$ cat config.mk
export PLATFORM = sky130hd
export DESIGN_NAME = ula_sequencer
export DESIGN_NICKNAME = d
export VERILOG_FILES = /design/src/rtl/ula_seq_pkg.sv /design/src/rtl/ula_sequencer.sv
export SDC_FILE = /design/constraint.sdc
export NUM_CORES = 1
export LEC_CHECK = 0
export BUFFER_PORTS_ARGS = -buffer_cell sky130_fd_sc_hd__buf_2
export CAP_MARGIN = 10
export CORE_UTILIZATION = 44
export CTS_CLUSTER_DIAMETER = 150
export DETAILED_ROUTE_END_ITERATION = 8
export GPL_ROUTABILITY_DRIVEN = 0
export PLACE_DENSITY_LB_ADDON = 0.12
export SLEW_MARGIN = 20
export SYNTH_ARGS = -nofsm -noshare
export SYNTH_HDL_FRONTEND = slang
export SYNTH_SLANG_ARGS = --single-unit
$ cat constraint.sdc
create_clock -name clock -period 1.25 [get_ports clock]
set_input_delay 0 -clock clock [delete_from_list [all_inputs] [get_ports clock]]
set_output_delay 0 -clock clock [all_outputs]
set_load 0.01 [all_outputs]
$ cat src/rtl/ula_seq_pkg.sv
// ---------------------------------------------------------------------------
// ula_seq_pkg
// Shared types and constants for the ULA instruction sequencer.
//   state_e       : sequencer states (3-bit encoding)
//   OP_W_DEF      : default ULA opcode width
//   REG_ADDR_W_DEF: default register-file address width
//   WAIT_CNT_W    : width of the EXEC wait down-counter
//   WAIT_MAX      : largest WAIT_CYCLES value the counter can hold
// ---------------------------------------------------------------------------
package ula_seq_pkg;

  localparam int OP_W_DEF       = 3;
  localparam int REG_ADDR_W_DEF = 2;
  localparam int WAIT_CNT_W     = 4;
  localparam int WAIT_MAX       = (1 << WAIT_CNT_W) - 1;

  typedef enum logic [2:0] {
    IDLE  = 3'd0,
    RD_A  = 3'd1,
    RD_B  = 3'd2,
    EXEC  = 3'd3,
    GRAB  = 3'd4,
    DRIVE = 3'd5,
    WRITE = 3'd6
  } state_e;

endpackage

$ cat src/rtl/ula_sequencer.sv
// ---------------------------------------------------------------------------
// ula_sequencer
// Multi-cycle control FSM that runs one ULA instruction on the processinho
// datapath: read operand A (and B unless unary), execute, capture the ULA
// result, drive it out, and write it back to the register file.
//
// Ports:
//   clock, reset       : rising-edge clock; synchronous active-low reset
//   start              : command valid, sampled only while ready=1
//   unary              : single-operand op, RD_B step skipped
//   opcode/src_a/src_b/dst : command fields, captured on acceptance
//   ready              : high in IDLE
//   done               : one-cycle pulse in the write-back cycle
//   reg_rd_addr, reg_out_en    : register-file read select / bus drive
//   a_grab, b_grab             : operand latch captures
//   ula_op                     : opcode to the ULA (RD_A..DRIVE, else 0)
//   ula_grab, ula_store_bus    : ULA result latch capture / drive
//   reg_wr_addr, reg_wr_en     : register-file write-back
//
// Optional feature (macro ULA_SEQ_FLAGS_EN):
//   ula_carry, ula_result in; flag_c, flag_z out. Flags are captured in
//   GRAB and held otherwise.
// ---------------------------------------------------------------------------
module ula_sequencer
  import ula_seq_pkg::*;
#(
  parameter int DATA_W      = 8,
  parameter int REG_ADDR_W  = REG_ADDR_W_DEF,
  parameter int OP_W        = OP_W_DEF,
  parameter int WAIT_CYCLES = 0
) (
  input  logic                  clock,
  input  logic                  reset,
`ifdef ULA_SEQ_FLAGS_EN
  input  logic                  ula_carry,
  input  logic [DATA_W-1:0]     ula_result,
  output logic                  flag_c,
  output logic                  flag_z,
`endif
  input  logic                  start,
  input  logic                  unary,
  input  logic [OP_W-1:0]       opcode,
  input  logic [REG_ADDR_W-1:0] src_a,
  input  logic [REG_ADDR_W-1:0] src_b,
  input  logic [REG_ADDR_W-1:0] dst,
  output logic                  ready,
  output logic                  done,
  output logic [REG_ADDR_W-1:0] reg_rd_addr,
  output logic                  reg_out_en,
  output logic                  a_grab,
  output logic                  b_grab,
  output logic [OP_W-1:0]       ula_op,
  output logic                  ula_grab,
  output logic                  ula_store_bus,
  output logic [REG_ADDR_W-1:0] reg_wr_addr,
  output logic                  reg_wr_en
);

  // Elaboration-time parameter checks.
  if (WAIT_CYCLES < 0 || WAIT_CYCLES > WAIT_MAX) begin : g_bad_wait
    $error("ula_sequencer: WAIT_CYCLES must be in 0..15");
  end
  if (DATA_W < 1) begin : g_bad_data_w
    $error("ula_sequencer: DATA_W must be at least 1");
  end

  localparam logic [WAIT_CNT_W-1:0] WAIT_LOAD = WAIT_CNT_W'(WAIT_CYCLES);

  typedef struct packed {
    logic                  unary;
    logic [OP_W-1:0]       opcode;
    logic [REG_ADDR_W-1:0] src_a;
    logic [REG_ADDR_W-1:0] src_b;
    logic [REG_ADDR_W-1:0] dst;
  } cmd_t;

  state_e                state_q, state_d;
  cmd_t                  cmd_q, cmd_d;
  logic [WAIT_CNT_W-1:0] wait_cnt_q, wait_cnt_d;

`ifdef ULA_SEQ_FLAGS_EN
  logic flag_c_q, flag_c_d;
  logic flag_z_q, flag_z_d;
`endif

  // NOTE: reset is sampled on the clock edge only (synchronous), so it is not
  // in the sensitivity list; state uses non-blocking assignments so every
  // flop sees the pre-edge values of the others.
  always_ff @(posedge clock) begin
    if (!reset) begin
      state_q    <= IDLE;
      cmd_q      <= '0;
      wait_cnt_q <= '0;
`ifdef ULA_SEQ_FLAGS_EN
      flag_c_q   <= 1'b0;
      flag_z_q   <= 1'b0;
`endif
    end else begin
      state_q    <= state_d;
      cmd_q      <= cmd_d;
      wait_cnt_q <= wait_cnt_d;
`ifdef ULA_SEQ_FLAGS_EN
      flag_c_q   <= flag_c_d;
      flag_z_q   <= flag_z_d;
`endif
    end
  end

  // Next-state logic.
  // NOTE: every signal gets a hold default before the case so no path
  // leaves it unassigned, which would infer a latch.
  always_comb begin
    state_d    = state_q;
    cmd_d      = cmd_q;
    wait_cnt_d = wait_cnt_q;
    unique case (state_q)
      IDLE: begin
        if (start) begin
          // Command fields are frozen here until the next return to IDLE.
          cmd_d = '{unary: unary, opcode: opcode, src_a: src_a,
                    src_b: src_b, dst: dst};
          state_d = RD_A;
        end
      end
      RD_A: begin
        if (cmd_q.unary) begin
          state_d    = EXEC;
          wait_cnt_d = WAIT_LOAD;
        end else begin
          state_d = RD_B;
        end
      end
      RD_B: begin
        state_d    = EXEC;
        wait_cnt_d = WAIT_LOAD;
      end
      EXEC: begin
        // One base cycle plus WAIT_CYCLES extra, counted down to zero.
        if (wait_cnt_q == '0) begin
          state_d = GRAB;
        end else begin
          wait_cnt_d = wait_cnt_q - WAIT_CNT_W'(1);
        end
      end
      GRAB:    state_d = DRIVE;
      DRIVE:   state_d = WRITE;
      WRITE:   state_d = IDLE;
      default: state_d = IDLE;
    endcase
  end

  // Strobe decode from the registered state only.
  always_comb begin
    ready         = 1'b0;
    done          = 1'b0;
    reg_rd_addr   = '0;
    reg_out_en    = 1'b0;
    a_grab        = 1'b0;
    b_grab        = 1'b0;
    ula_op        = '0;
    ula_grab      = 1'b0;
    ula_store_bus = 1'b0;
    reg_wr_addr   = '0;
    reg_wr_en     = 1'b0;
    unique case (state_q)
      IDLE: ready = 1'b1;
      RD_A: begin
        reg_rd_addr = cmd_q.src_a;
        reg_out_en  = 1'b1;
        a_grab      = 1'b1;
        ula_op      = cmd_q.opcode;
      end
      RD_B: begin
        reg_rd_addr = cmd_q.src_b;
        reg_out_en  = 1'b1;
        b_grab      = 1'b1;
        ula_op      = cmd_q.opcode;
      end
      EXEC: ula_op = cmd_q.opcode;
      GRAB: begin
        ula_grab = 1'b1;
        ula_op   = cmd_q.opcode;
      end
      DRIVE: begin
        ula_store_bus = 1'b1;
        ula_op        = cmd_q.opcode;
      end
      WRITE: begin
        reg_wr_addr = cmd_q.dst;
        reg_wr_en   = 1'b1;
        done        = 1'b1;
      end
      default: ;
    endcase
  end

`ifdef ULA_SEQ_FLAGS_EN
  // Flags follow the ULA result that is being latched in GRAB.
  always_comb begin
    flag_c_d = flag_c_q;
    flag_z_d = flag_z_q;
    if (state_q == GRAB) begin
      flag_c_d = ula_carry;
      flag_z_d = (ula_result == '0);
    end
  end

  assign flag_c = flag_c_q;
  assign flag_z = flag_z_q;
`endif

endmodule

# == After elaboration in Yosys (flattened, before gate mapping) ==
# Cells that the tools add are included.
# word_totals
ff_bits,17
inputBits,13
out_inout_bits,15
elab_cells,43
# classes
n_addsub,1
n_eq_ne,10
mux,17
reduce_logical,8
# ops
operator,count
$pmux 3 s6,1
$pmux 4 s3,1
$eq 3x3->1 const B,3
$mux 3,3
$mux 1,8
$mux 4,2
$ne 2x2->1 const B,4
$eq 3x2->1 const B,2
$reduce_or 5->1,1
$logic_not 4->1,1
$pmux 2 s2,1
$reduce_and 2->1,2
$sub 4x1->4 const B,1
$eq 3x1->1 const B,1
$logic_not 3->1,1
$reduce_and 3->1,1
$reduce_bool 3->1,1
$mux 2,1
$reduce_or 2->1,1

# == Logic depth before layout (Yosys ltp) ==
# depth
depth_word,3
mapped_depth,5
mapped_depth_nobuf,5

# == Worst setup path after synthesis ==
# No wires, ideal clock.
# synth_path
path_kind,reg2reg
from,register wait_cnt_q[0]
to,register wait_cnt_q[1]
setup_time_ns,0.135
arrival_time_ns,1.211
t_required_ns,1.115
slack_ns,-0.096
stages_incl_launch_ff,6
n_path_buf,0
synth_period_minus_slack_ns,1.346
path_cell_list,dfxtp_1 > inv_1 > ha_1 > and4bb_2 > a211oi_1 > o32ai_1
# synth_between
elab_chain_len,3
word_cells_on_any_way,6
classes_between,add/sub: 1; eq/ne: 1; mux: 2; reduce/logical: 2
# synth_rtl
element,line_no,source
from (decl),ula_sequencer.sv:79,"logic [WAIT_CNT_W-1:0] wait_cnt_q, wait_cnt_d;"
from (signal assigned),ula_sequencer.sv:101,wait_cnt_q <= wait_cnt_d;
$sub 4x1->4 or $logic_not 4->1 (tied branches),"ula_sequencer.sv:142, ula_sequencer.sv:139",
$mux 4 or $ne 2x2->1 (tied branches),--,
$pmux 4 s3 or $reduce_and 3->1 (tied branches),--,
# Parallel ways exist; a longest one is shown, timed or not. The select of a mux whose other input is x is not followed.
# A chain may end at the register's enable or synchronous reset.

# == Final worst setup path ==
# layout_path
from,register state_q[0]
to,register cmd_q[3] in the netlist's numbering
# layout_between
elab_chain_len,2
# layout_rtl
element,line_no,source
from (decl),ula_sequencer.sv:77,"state_e state_q, state_d;"
from (signal assigned),ula_sequencer.sv:99,state_q <= state_d;
$logic_not 3->1,ula_sequencer.sv:116,unique case (state_q)
$reduce_and 2->1 (no line),--,
to (signal assigned),ula_sequencer.sv:100,cmd_q <= cmd_d;
to (decl),ula_sequencer.sv:78,"cmd_t cmd_q, cmd_d;"
# Every way passes these cells.

==> impl_metrics.json <==
{
  "outcome": "complete, but fails checks",
  "failed_checks": "setup timing",
  "drv_slew": 0,
  "crit_required_ns": 1.42,
  "clock-skew-final_ns": 0.003442,
  "cts_tree": "done",
  "fin_nets": 176,
  "hpwl_um": 1460,
  "yosysSeqAreaShare": 0.3902,
  "synth_cells": 106,
  "layout-drive-gt1-share": 0.5188,
  "final-seq-area_um2": 349.1,
  "async_flop_share": 0,
  "synth_area_um2": 872.1,
  "cts.sinks": 17,
  "worst_pin_slew_ns": 0.5330,
  "arrival_ns": 1.51,
  "path_clk_slew_ns": 0.10,
  "dieHeight_um": 46.52,
  "ys_ff_latch": 17,
  "cts_buffer_depth": 2,
  "portBuffers": 27,
  "hold_viol_final": 0,
  "p_leak_nw": 0.6605,
  "wl_um": 2774,
  "antenna_found_initial": 0,
  "path_class": "reg2reg",
  "fin_crit_sh": 1.074,
  "syn-mean-instance-area_um2": 8.227,
  "vdd_drop_max_uv": 830.7,
  "core_area_um2": 1783,
  "place_ws_ns": -0.05645,
  "fill_cells": 102,
  "setup_viol": 23,
  "yosysTopAreaCellShare": 0.3902,
  "wl_per_cell_um": 14.99,
  "grt_pass1_vias": 809,
  "finalSetupTns_ns": -1.348,
  "drtPass1Iterations": 4,
  "hp-class": "in2reg",
  "dieArea_um2": 2164,
  "drv_cap": 0,
  "io_pins": 28,
  "num_rows": 15,
  "area_delta_synth_final_pct": 73.74,
  "cts_buffers": 3,
  "start_kind": "flop",
  "vias_per_cell": 5.486,
  "clock_latency_ns": 0.30,
  "synthTopCellsByCount": "23 x nand2_1, 17 x dfxtp_1, 14 x a21oi_1, 5 x and2_1",
  "maxSlewHeadroom": 0.6443,
  "yosysUniqueCellTypes": 31,
  "drc": 0,
  "synth_edf_count": 0,
  "die_w_um": 46.52,
  "final_core_util": 0.8498,
  "grt_use_total": 0.2345,
  "syn_nets": 121,
  "htree_levels": 1,
  "yosysMostFrequentCell": "nand2_1",
  "yosysWarnings": 0,
  "multi_input_area_um2": 615.6,
  "powerDensity_nw_per_um2": 1030,
  "synth_area_leader_cell": "dfxtp_1",
  "stdcell_count": 185,
  "max_freq_mhz": 745.2,
  "worst_slack_ns": -0.09193,
  "num_antenna_cells": 0,
  "synthTopCellsByArea": "dfxtp_1 39%, nand2_1 9.9%, a21oi_1 8.0%",
  "grt_max_degree": 15,
  "initial_core_util": 0.4891,
  "rsz0062_at_grt": "yes",
  "place_inst": 162,
  "finalCriticalPeriod_ns": 1.342,
  "postRouteAntennaNets": 0,
  "grt_pass1_wl_um": 3484,
  "synthFlopType": "dfxtp_1",
  "num_vias": 1015,
  "crit_fanout": 10,
  "worstSetupEndpointType": "flop",
  "clock-root-buffer": "clkbuf_4",
  "grt-ovfl-total": 0,
  "drt-initial-drc-count": 36
}
==> worst max-delay path, stage by stage, from the launching register on <==
cell,delay (ns)
dfxtp_4,0.37
or4b_1,0.53
buf_6,0.16
nand2_1,0.09
a21oi_2,0.06
==> final timing paths <==
kind,start,endpoint,slack (ns),cells after the start
setup / recovery,state_q[0],cmd_q[3],-0.09,4
hold / removal,start,state_q[0],0.1,3
setup reg to reg,state_q[0],cmd_q[3],-0.09,4
hold reg to reg,cmd_q[8],cmd_q[8],0.46,2
==> report_power, final <==
part | internal [mW] | switching, mW | total, mW | leakage [nW]
combinational | 0.338 | 0.302 | 0.639 | 0.504
clock | 0.124 | 0.179 | 0.304 | 0.0150
sequential | 0.587 | 0.0308 | 0.618 | 0.141
total | 1.05 | 0.512 | 1.56 | 0.660
==> what timing repair did <==
item	in CTS	in global routing
setup endpoints to repair	24	27
setup buffers	3	4
hold buffers	11	0
pin swaps	13	18
cloned	1	0
gates resized for setup	30	23
hold endpoints to repair	11	0
==> kinds of logic (layout without fill, tap and decap cells) <==
logic type | count (synthesis) | after routing | share of synthesized area
flops | 17 | 17 | 0.3902
fa+ha+maj | 2 | 2 | 0.02869
simple gates | 50 | 50 | 0.3285
compound gates | 27 | 27 | 0.1894
buf+inv | 10 | 64 | 0.06311
==> through the flow <==
step | instance area, um2 | total power [mW] | hold slack [ns]
4_1_cts | 1385 | 1.481 | 0.07442
3_5_place_dp | 1085 | 1.000 | 0.2499
3_3_place_gp | 1085 | 0.9920 | 0.2416
5_1_grt | 1515 | 1.626 | 0.09705
6_report | 1515 | 1.561 | 0.09702
2_1_floorplan | 883.3 | 0.8678 | 0.1290
==> cells in the final DEF, fill, tap and decap left out, types with 3 or more instances in the layout <==
master,instances
buf_4,9
clkbuf_4,3
a21oi_2,7
nand2_1,20
dlygate4sd3_1,11
and2_1,4
nand2b_1,4
buf_6,10
buf_2,23
dfxtp_1,12
dfxtp_2,4
a21oi_1,7
==> area by class of cell <==
class | instances | area share
multi-input cells | 79 | 0.4063
clock buffers | 4 | 0.01734
inverters | 4 | 0.01321
repair buffers | 56 | 0.3121
flip-flops and latches | 17 | 0.2304
well taps | 25 | 0.02064
==> routing by layer <==
metal  vias up  GRT usage  part of all wire
met2        33     0.3806              0.50
met5         -          0                 0
met4         0     0.1059             0.031
met3         9    0.04706             0.042
met1       491     0.2945              0.42
li1        482          -                 -
==> flip-flops by register name, indices dropped and copies added (netlist names) <==
signal      cells
cmd_q          10
wait_cnt_q      4
state_q         3
Power figures use the tool's default switching activity.
